## src/rtl/counter_ctrl_pkg.sv

```systemverilog
// Shared definitions for the counter_ctrl sequencer: state encoding and default widths.
package counter_ctrl_pkg;

  localparam int WIDTH_DEF = 4;
  localparam int PRE_W_DEF = 4;

  localparam logic [1:0] ST_IDLE_ENC  = 2'b00;
  localparam logic [1:0] ST_RUN_ENC   = 2'b01;
  localparam logic [1:0] ST_PAUSE_ENC = 2'b10;
  localparam logic [1:0] ST_DONE_ENC  = 2'b11;

  typedef enum logic [1:0] {
    ST_IDLE  = ST_IDLE_ENC,
    ST_RUN   = ST_RUN_ENC,
    ST_PAUSE = ST_PAUSE_ENC,
    ST_DONE  = ST_DONE_ENC
  } state_e;

endpackage

```

## src/rtl/cnt_prescaler.sv

```systemverilog
// Step divider: counts enabled cycles and flags a step when the count reaches limit.
module cnt_prescaler #(
  parameter int PRE_W = 4
) (
  input  logic             clk,
  input  logic             rst,
  input  logic             en,
  input  logic             clr,
  input  logic [PRE_W-1:0] limit,
  output logic             step
);

  logic [PRE_W-1:0] cnt_q;

  assign step = en && (cnt_q == limit);

  always_ff @(posedge clk or negedge rst) begin
    if (!rst) begin
      cnt_q <= '0;
    end else if (clr) begin
      cnt_q <= '0;
    end else if (en) begin
      cnt_q <= step ? '0 : cnt_q + PRE_W'(1);
    end
  end

endmodule

```

## src/rtl/counter_ctrl.sv

```systemverilog
// Start/hold/abort sequencer for a prescaled up counter with terminal-count wrap and one-shot done.
module counter_ctrl
  import counter_ctrl_pkg::*;
#(
  parameter int WIDTH = WIDTH_DEF,
  parameter int PRE_W = PRE_W_DEF
) (
  input  logic             clk,
  input  logic             rst,
  input  logic             start,
  input  logic             hold,
  input  logic             abort,
  input  logic             periodic,
  input  logic [WIDTH-1:0] term,
  input  logic [PRE_W-1:0] prescale,
  output logic [WIDTH-1:0] count,
  output logic             busy,
  output logic             wrap,
  output logic             done,
  output logic [1:0]       state
);

  state_e           state_q, state_d;
  logic [WIDTH-1:0] count_q, count_d;
  logic [WIDTH-1:0] term_q;
  logic [PRE_W-1:0] pre_q;
  logic             per_q;
  logic             wrap_q, wrap_d;
  logic             done_q, done_d;
  logic             cfg_ld;
  logic             pre_en;
  logic             pre_clr;
  logic             step;

  // Prescaler only advances in an uninterrupted RUN cycle; abort and hold both suppress the step.
  assign pre_en  = (state_q == ST_RUN) && !abort && !hold;
  assign pre_clr = ((state_q == ST_IDLE) && start) || ((state_q != ST_IDLE) && abort);

  cnt_prescaler #(
    .PRE_W (PRE_W)
  ) u_pre (
    .clk   (clk),
    .rst   (rst),
    .en    (pre_en),
    .clr   (pre_clr),
    .limit (pre_q),
    .step  (step)
  );

  always_ff @(posedge clk or negedge rst) begin
    if (!rst) begin
      state_q <= ST_IDLE;
      count_q <= '0;
      term_q  <= '0;
      pre_q   <= '0;
      per_q   <= 1'b0;
      wrap_q  <= 1'b0;
      done_q  <= 1'b0;
    end else begin
      state_q <= state_d;
      count_q <= count_d;
      wrap_q  <= wrap_d;
      done_q  <= done_d;
      if (cfg_ld) begin
        term_q <= term;
        pre_q  <= prescale;
        per_q  <= periodic;
      end
    end
  end

  always_comb begin
    state_d = state_q;
    count_d = count_q;
    cfg_ld  = 1'b0;
    wrap_d  = 1'b0;
    done_d  = 1'b0;
    case (state_q)
      ST_IDLE: begin
        if (start) begin
          cfg_ld  = 1'b1;
          count_d = '0;
          state_d = ST_RUN;
        end
      end
      ST_RUN: begin
        if (abort) begin
          count_d = '0;
          state_d = ST_IDLE;
        end else if (hold) begin
          state_d = ST_PAUSE;
        end else if (step) begin
          if (count_q == term_q) begin
            wrap_d = 1'b1;
            if (per_q) begin
              count_d = '0;
            end else begin
              done_d  = 1'b1;
              state_d = ST_DONE;
            end
          end else begin
            count_d = count_q + WIDTH'(1);
          end
        end
      end
      ST_PAUSE: begin
        if (abort) begin
          count_d = '0;
          state_d = ST_IDLE;
        end else if (!hold) begin
          state_d = ST_RUN;
        end
      end
      ST_DONE: begin
        state_d = ST_IDLE;
        if (abort) begin
          count_d = '0;
        end
      end
      default: state_d = ST_IDLE;
    endcase
  end

  assign count = count_q;
  assign busy  = (state_q == ST_RUN) || (state_q == ST_PAUSE);
  assign wrap  = wrap_q;
  assign done  = done_q;
  assign state = state_q;

endmodule

```

## config.mk

```make
export PLATFORM = sky130hd
export DESIGN_NAME = counter_ctrl
export DESIGN_NICKNAME = d
export VERILOG_FILES = /design/src/rtl/counter_ctrl_pkg.sv /design/src/rtl/cnt_prescaler.sv /design/src/rtl/counter_ctrl.sv
export SDC_FILE = /design/constraint.sdc
export NUM_CORES = 1
export LEC_CHECK = 0
export ABC_CLOCK_PERIOD_IN_PS = 2500
export BUFFER_PORTS_ARGS = -buffer_cell sky130_fd_sc_hd__buf_2
export CORE_ASPECT_RATIO = 0.7
export CORE_UTILIZATION = 30
export CTS_BUF_LIST = sky130_fd_sc_hd__clkbuf_16
export DETAILED_ROUTE_END_ITERATION = 8
export GPL_ROUTABILITY_DRIVEN = 0
export SLEW_MARGIN = 20
export SYNTH_ARGS = -nofsm -noshare
export SYNTH_HDL_FRONTEND = slang
export SYNTH_HIERARCHICAL = 1
export SYNTH_SLANG_ARGS = --single-unit
export TNS_END_PERCENT = 20
```

## constraint.sdc

```tcl
create_clock -name clk -period 2.5 [get_ports clk]
set_clock_uncertainty 0.1 [all_clocks]
set_input_delay 0.25 -clock clk [delete_from_list [all_inputs] [get_ports clk]]
set_output_delay 0.25 -clock clk [all_outputs]
set_load 0.005 [all_outputs]
```

==> impl_metrics.ini, run 1 <==
[min_path]
hold_start = prescale[2]
hold_depth = 2
hold_path_end = pre_q[2]$_DFFE_PN0P_
hold_path_class = input pin to flip-flop

[finish]
layout_commonest_cell = buf_2
area_growth_pct = 24.7
nNetsFinal = 157
nFillCells = 393
drive_gt1_share_pct = 34.8
final_cell_mix = buf_2 (22), dfrtp_1 (21), mux2_2 (10)
postLayoutCoreUtil_pct = 39.1
diodes = 0

[critical_path]
critPathArrivalTime_ns = 2.36
r2r-end = count[0]$_DFFE_PN0P_
cp_slowest_stage_delay_ns = 0.43
critPathKind = flip-flop to flip-flop
rr_worst_depth = 8
r2r_start = state[1]$_DFFE_PN0P_
critPathLaunchType = flip-flop
crit_path_end_kind = flip-flop
rrSetupSlack_ns = 0.18
critPathRequiredTime_ns = 2.53
slowest_stage = dfrtp_1
path_cells = inv_1 > ha_1 > nor3b_4 > and2_1 > nand2b_1 > a2111oi_4 > o32ai_4 > mux2_4
cp_max_fo = 5

[sta]
timing.fmax_ghz = 0.430
rsz0062_at_grt = no
whs_ns = 0.127
finalSetupViolations = 0
slew_headroom_pct = 61.3
setup_ws_ns = 0.176
tns_ns = 0
fin_crit_ns = 2.32
timing.final.crit_share_pct = 93.0
hold_viol = 0
slew_violations = 0
tightest_slew_ns = 0.574

[outcome]
status = finished, final reports clean

[floorplan]
die_w_um = 78.5
die-area_mm2 = 0.00436
coreArea_mm2 = 0.00392
ioPinCount = 23
start_util_pct = 31.3
fp.dieH_um = 55.5
row_count = 19

[power]
combPwrFrac_pct = 41.0
power.switching_w = 0.000519
ir_drop_mv = 0.483
p_leak_nw = 0.706
power_frac_seq_pct = 36.5
power_report.internal_total_w = 0.000970
pwr-share-clk_pct = 22.5
p_sw_share_pct = 34.8
power_density_mw_per_mm2 = 971
p_total_w = 0.00149

[logic_synthesis]
synth_top_area_share_pct = 42.8
yosysUniqueCellTypes = 39
yosysWarnings = 6
async_reset_ff_share_pct = 100
synth_area_per_cell_um2 = 11.8
synth_largest_area_cell = dfrtp_1
syn_nets = 125
synthTopCellsByArea = dfrtp_1 (43%), mux2_2 (9.2%), ha_1 (7.1%)
yosysSeqAreaShare_pct = 42.8
synthCells = 104
synth_edf_count = 0
dominantRegCellSynth = dfrtp_1
synth-seq-cells = 21
synth_area_mm2 = 0.00123

[routing]
vias = 926
drt-wirelength-per-cell_um = 14.1
dr.pass1.iters = 4
dr_wl_met3_um = 105
antenna_left = 0
wl_met2_um = 1200
drt_iter0_markers = 46
via_per_inst = 4.95
wirelength_um = 2640
drc = 0
met1_length_um = 1320
top_layer = met4

[clock_network]
clock_sinks = 21
clk_pin_slew_ns = 0.06
htreeDepth = 1
cts_tree = yes
cts_buffers = 3
cts-root-buf = clkbuf_16
clockBufferDepth = 2
clkLatencyLatePin_ns = 0.25

[grt]
grt_pass1_vias = 909
grt_max_degree = 22
grt_pass1_wl_um = 4310
track_usage_pct = 12.9
grt_overflow = 0
antenna_found_initial = 0

[place]
preCtsSetupSlack_ns = 0.217
dpl.hpwl_um = 2010
port_buffers = 22

[run]
drv_cap = 0
-- synth_stat cells (all sizes together) (2+ instances only) --
library cell / instances
dfrtp: 21
mux2: 11
xor2: 9
ha: 7
inv: 4
nand2b: 4
nor2: 4
nor3: 4
nand2: 3
nand3b: 3
nor3b: 3
o32ai: 3
a2111oi: 2
a211oi: 2
mux2i: 2
nor2b: 2
nor4: 2
o21ai: 2
or4: 2
-- area by class of cell --
type,count,area (um^2),share of cell area (%)
clock buffer,3,75.1,4.90
clock inverter,1,5.00,0.327
inverter,4,15.0,0.980
multi-input combinational,78,689,45.0
sequential,21,526,34.3
tap,52,65.1,4.24
timing repair buffer,28,158,10.3
-- repair_timing --
item,4_1_cts,5_1_grt
gates resized for setup,0,0
hold buffers,1,0
buffers inserted,0,0
hold endpoints to repair,21,0
-- worst max-delay path, delay by kind of cell, from the launching register on --
family / cells / cell delay [ns]
mux: 1 / 0.28
buf+inv: 1 / 0.15
compound gates: 2 / 0.57
simple gates: 3 / 0.48
fa+ha+maj: 1 / 0.19
flops: 1 / 0.43
-- per-layer routing --
metal / GRT usage (%) / up-vias
met5: 0 / -
met4: 2.38 / 0
met3: 4.13 / 2
met2: 19.0 / 17
met1: 18.5 / 459
li1: - / 448
-- power groups by stage --
stage / logic, W / clock network [W] / registers [W]
floorplan: 0.000449 / 0 / 0.000525
global placement: 0.000590 / 0 / 0.000547
detailed placement: 0.000608 / 0 / 0.000552
CTS: 0.000613 / 0.000346 / 0.000545
global route: 0.000667 / 0.000360 / 0.000558
finish: 0.000610 / 0.000335 / 0.000544
-- worst max-delay path by stage --
stage	from	endpoint	slack, ns	depth (start not counted)
2_1_floorplan	state[1]$_DFFE_PN0P_	count[0]$_DFFE_PN0P_	0.03	9
3_3_place_gp	state[1]$_DFFE_PN0P_	count[0]$_DFFE_PN0P_	0.25	8
3_5_place_dp	state[1]$_DFFE_PN0P_	count[0]$_DFFE_PN0P_	0.22	8
4_1_cts	state[1]$_DFFE_PN0P_	count[0]$_DFFE_PN0P_	0.19	8
5_1_grt	state[1]$_DFFE_PN0P_	count[0]$_DFFE_PN0P_	0.09	8
6_report	state[1]$_DFFE_PN0P_	count[0]$_DFFE_PN0P_	0.18	8
-- through the flow --
step	instance area [um^2]	std cells
finish	1530	187
global route	1530	187
CTS	1530	187
detailed placement	1440	182
global placement	1440	182
floorplan	1230	104
-- flip-flops by register name, indices dropped and copies added (netlist names) --
name and cells:
count 4, pre_q 4, term_q 4, u_pre/cnt_q 4
state 2, done 1, per_q 1, wrap 1
-- cell families after synthesis --
kind of cell | Yosys count | share of synthesized area (%)
AOI/OAI and AO/OA | 15 | 12.1
xor gates and xnor gates | 10 | 7.13
DFF | 21 | 42.8
adders and majority gates | 7 | 7.13
and+or+nand+nor | 33 | 17.2
buffers and inverters | 5 | 1.63
muxes | 13 | 12.0
Note: power is estimated with default switching activity, not from simulation.
==> inputs of run 2 (changes only) <==
- CORE_UTILIZATION: 30 -> 49
- PLACE_DENSITY: unset -> 0.75
==> run 2 against run 1 <==
Against the previous run: cell count decreased by 11%; via count decreased by 0.86%; critical path depth unchanged; largest power group unchanged; clock-buffer cell count unchanged; critical path type unchanged; non-clock buffer count unchanged.
==> impl_metrics.ini, run 2 (synthesis gave the netlist of run 1 again) <==
[sta]
timing.final.crit_share_pct = 94.6
tns_ns = 0
finalSetupViolations = 0
fin_crit_ns = 2.37
slew_violations = 0
whs_ns = 0.121
slew_headroom_pct = 58.2
hold_viol = 0
rsz0062_at_grt = no
timing.fmax_ghz = 0.423
tightest_slew_ns = 0.620

[grt]
track_usage_pct = 22.4
grt_overflow = 0
antenna_found_initial = 0
grt_pass1_vias = 913
grt_pass1_wl_um = 4260
grt_max_degree = 22

[min_path]
hold_path_class = input pin to flip-flop
hold_start = prescale[1]
hold_depth = 2

[routing]
via_per_inst = 5.50
antenna_left = 0
wirelength_um = 2540
dr.pass1.iters = 4
drt-wirelength-per-cell_um = 15.2
drc = 0
vias = 918
drt_iter0_markers = 47

[critical_path]
cp_max_fo = 5
critPathArrivalTime_ns = 2.41
critPathLaunchType = flip-flop
crit_path_end_kind = flip-flop
critPathRequiredTime_ns = 2.54
rrSetupSlack_ns = 0.13
critPathKind = flip-flop to flip-flop
r2r_start = state[1]$_DFFE_PN0P_
rr_worst_depth = 8
setup.worst_path.start = state[1]$_DFFE_PN0P_

[finish]
nNetsFinal = 157
drive_gt1_share_pct = 36.3
postLayoutCoreUtil_pct = 66.9
diodes = 0
final_cells = 167
final_cell_mix = buf_2 (22), dfrtp_1 (21), mux2_2 (10)
area_growth_pct = 23.1
layout_commonest_cell = buf_2

[floorplan]
row_count = 14
die-area_mm2 = 0.00271
start_util_pct = 54.4
ioPinCount = 23
fp.dieH_um = 43.9
die_w_um = 61.9
coreArea_mm2 = 0.00226

[clock_network]
clockBufferDepth = 2
cts_tree = yes
clock_sinks = 21
htreeDepth = 1
clkLatencyLatePin_ns = 0.26
clk_pin_slew_ns = 0.06
cts_buffers = 3
cts-root-buf = clkbuf_16

[power]
p_leak_nw = 0.701
power_density_mw_per_mm2 = 992
power_report.internal_total_w = 0.000978
power.switching_w = 0.000523
pwr-share-clk_pct = 22.8
combPwrFrac_pct = 40.6
p_sw_share_pct = 34.8
power_frac_seq_pct = 36.6
ir_drop_mv = 0.531

[place]
dpl.hpwl_um = 1850
port_buffers = 22
placed_cells = 161

[outcome]
status = finished, final reports clean

[run]
drv_cap = 0
## run 2: changes by cell type in the layout (fill, tap and decap cells not counted)
cell / delta
clkinv_2: -1
ha_2: +1
ha_1: -1
clkinvlp_4: +1
inv_1: -1
inv_2: +1
## run 2: power by group through the flow
stage / combinational (W) / clock, W / sequential [W]
global placement: 0.000570 / 0 / 0.000544
floorplan: 0.000449 / 0 / 0.000525
detailed placement: 0.000588 / 0 / 0.000552
global route: 0.000670 / 0.000368 / 0.000562
finish: 0.000609 / 0.000342 / 0.000550
CTS: 0.000590 / 0.000351 / 0.000546
## run 2: area by class of cell
class,count,area (um^2)
Inverter,4,15.0
Timing Repair Buffer,28,158
Clock buffer,3,75.1
Sequential cell,21,526
Multi-Input combinational cell,78,692
Tap cell,32,40.0
Fill cell,187,747
Clock inverter,1,7.51
## run 2: worst paths after layout
| kind | to |
|---|---|
| max in group asynchronous | pre_q[2]$_DFFE_PN0P_ |
| min reg2reg | term_q[2]$_DFFE_PN0P_ |
| min | pre_q[1]$_DFFE_PN0P_ |
| min in group asynchronous | state[0]$_DFFE_PN0P_ |
| max | count[0]$_DFFE_PN0P_ |
| max reg2reg | count[0]$_DFFE_PN0P_ |
## run 2: metrics by stage
step | setup slack, ns | cell area [um^2] | total power [W]
final | 0.135 | 1510 | 0.00150
after global routing | 0.0104 | 1510 | 0.00160
after global placement | 0.206 | 1410 | 0.00111
after CTS | 0.0702 | 1500 | 0.00149
after floorplan | 0.0328 | 1230 | 0.000974
after detailed placement | 0.0737 | 1410 | 0.00114
## run 2: critical path, cell delays in order, from the launching register on
cell and delay, ns:
dfrtp_1 0.44, inv_2 0.11, ha_2 0.23, nor3b_4 0.20
and2_1 0.19, nand2b_1 0.12, a2111oi_4 0.44, o32ai_4 0.15
mux2_4 0.28
## run 2: timing repair
item                                   4_1_cts  5_1_grt
buffers inserted                             0        1
gates resized for setup                      0        2
hold buffers                                 1        0
setup endpoints to repair                    0        3
endpoints found under the hold margin       21        0
## run 2: metal layers
| metal | share of wire [%] | routed length [um] | vias to the layer above | GRT usage, % |
|---|---|---|---|---|
| met5 | 0 | 0 | - | 0 |
| li1 | - | - | 446 | - |
| met3 | 4.9 | 125 | 3 | 6.27 |
| met4 | 0.59 | 15 | 0 | 5.33 |
| met1 | 49 | 1230 | 443 | 30.6 |
| met2 | 46 | 1160 | 26 | 35.3 |
==> inputs of run 3 (changes only) <==
- ABC_CLOCK_PERIOD_IN_PS: 2500 -> 2200
- CORE_UTILIZATION: 49 -> 54
- PLACE_DENSITY: 0.75 -> 0.78
- clock period: 2.5 -> 2.2 ns (I/O delays scaled with it)
==> run 3 against run 2 <==
Against the previous run: the run now ends with setup timing left; hold slack lost 0.023 ns; worst setup slack lost 0.24 ns; non-clock buffer count grew 6; die area shrank 8.9%; cell count grew 3.6%; first-iteration DRC count shrank 34%; maximum frequency grew 2.6%; register-to-register slack lost 0.24 ns; utilization grew 7.2 points; global-route usage grew 2.9 points; design area grew 5.5%; via count grew 3.7%; critical path type unchanged; critical endpoint unchanged; highest routed layer unchanged.
==> impl_metrics.ini, run 3 (synthesis gave the netlist of run 1 again) <==
[routing]
drc = 0
vias = 952
dr.pass1.iters = 4
antenna_left = 0
wirelength_um = 2720
drt_iter0_markers = 31
via_per_inst = 5.50
drt-wirelength-per-cell_um = 15.7

[finish]
drive_gt1_share_pct = 41.8
area_growth_pct = 29.9
seqCellArea_um2 = 526
multi_input_area_um2 = 733
nNetsFinal = 163
final_cell_mix = buf_2 (22), dfrtp_1 (21), buf_4 (11)
final_cells = 173
nFillCells = 159
layout_commonest_cell = buf_2
diodes = 0

[place]
placed_cells = 165
dpl.hpwl_um = 1930
port_buffers = 22
preCtsSetupSlack_ns = -0.0241

[clock_network]
clkLatencyLatePin_ns = 0.25
clock_sinks = 21
cts_tree = yes
htreeDepth = 1
cts-root-buf = clkbuf_16
cts_buffers = 3
clockBufferDepth = 2
clk_pin_slew_ns = 0.06

[sta]
setup_ws_ns = -0.105
finalSetupViolations = 4
timing.final.crit_share_pct = 105
slew_violations = 0
tightest_slew_ns = 0.589
tns_ns = -0.205
whs_ns = 0.0986
hold_viol = 0
timing.fmax_ghz = 0.434
fin_crit_ns = 2.30
rsz0062_at_grt = yes
slew_headroom_pct = 60.3

[grt]
track_usage_pct = 25.3
grt_max_degree = 22
grt_pass1_wl_um = 4530
grt_overflow = 0
antenna_found_initial = 0
grt_pass1_vias = 997

[critical_path]
critPathArrivalTime_ns = 2.34
cp_max_fo = 3
slowest_stage = a2111oi_4
r2r-end = count[0]$_DFFE_PN0P_
cp_slowest_stage_delay_ns = 0.42
crit_path_end_kind = flip-flop
path_buf_inv = 0
r2r_start = pre_q[2]$_DFFE_PN0P_
path_cells = xor2_2 > nor4_4 > and2_4 > nand2b_4 > a2111oi_4 > o32ai_4 > mux2_4
critPathRequiredTime_ns = 2.24
rr_worst_depth = 7
critPathLaunchType = flip-flop
critPathKind = flip-flop to flip-flop
cp_top_family = simple AND/OR/NAND/NOR gates
rrSetupSlack_ns = -0.10

[floorplan]
fp.dieH_um = 41.9
coreArea_mm2 = 0.00215
row_count = 14
die-area_mm2 = 0.00247
start_util_pct = 57.0
die_w_um = 59.0
ioPinCount = 23

[power]
power_density_mw_per_mm2 = 1150
ir_drop_mv = 0.755
p_leak_nw = 0.748

[min_path]
hold_start = periodic
hold_path_end = per_q$_DFFE_PN0P_
hold_depth = 2
hold_path_class = input pin to flip-flop

[outcome]
violations = setup timing
status = finished, violations left

[run]
drv_cap = 0
==> run 3: cell count changes in the layout (fill, tap and decap cells not counted), sizes merged <==
cell      before  now
buf           27   33
clkinv         0    1
clkinvlp       1    0
==> run 3: worst max path at each step <==
stage,startpoint,endpoint,cells past startpoint
5_1_grt,pre_q[2]$_DFFE_PN0P_,count[0]$_DFFE_PN0P_,7
2_1_floorplan,state[1]$_DFFE_PN0P_,count[0]$_DFFE_PN0P_,9
4_1_cts,u_pre/cnt_q[2]$_DFFE_PN0P_,count[0]$_DFFE_PN0P_,7
3_3_place_gp,u_pre/cnt_q[1]$_DFFE_PN0P_,count[0]$_DFFE_PN0P_,7
3_5_place_dp,u_pre/cnt_q[1]$_DFFE_PN0P_,count[0]$_DFFE_PN0P_,7
6_report,pre_q[2]$_DFFE_PN0P_,count[0]$_DFFE_PN0P_,7
==> run 3: per-stage QoR <==
step           power, W  instance area, um^2  utilization, %
6_report        0.00184                 1600            74.1
5_1_grt         0.00195                 1600            74.1
4_1_cts         0.00177                 1550            72.1
3_5_place_dp    0.00137                 1460            67.9
3_3_place_gp    0.00134                 1460            67.9
2_1_floorplan   0.00114                 1270               -
==> run 3: routing by layer <==
metal  GRT usage [%]  share of wire [%]  vias up  wire [um]
met2            41.1                 49       23       1320
li1                -                  -      456          -
met4            8.10               0.33        0          9
met1            32.5                 48      471       1310
met3            6.85                2.7        2         74
met5               0                  0        -          0
==> run 3: power by group <==
part / switching [W] / total [W] / internal, W
registers: 0.000113 / 0.000615 / 0.000503
clock network: 0.000140 / 0.000384 / 0.000244
logic: 0.000403 / 0.000841 / 0.000437
total: 0.000657 / 0.00184 / 0.00118
==> run 3: worst register-to-register path, stage by stage (launching register included) <==
cell	delay [ns]
dfrtp_1	0.40
xor2_2	0.21
nor4_4	0.33
and2_4	0.23
nand2b_4	0.07
a2111oi_4	0.42
o32ai_4	0.15
mux2_4	0.28
==> run 3: area by class of cell <==
class,count,share of cell area [%]
inverters,4,0.940
flip-flops and latches,21,32.9
clock buffers,3,4.70
well taps,32,2.51
clock inverters,1,0.313
repair buffers,34,12.7
multi-input cells,78,45.9
==> run 3: repair_timing <==
item                       4_1_cts  5_1_grt
hold buffers                     1        0
hold endpoints to repair        21        0
setup endpoints to repair        4        4
buffers inserted                 0        3
pin swaps                        0        6
gates resized for setup          0        3
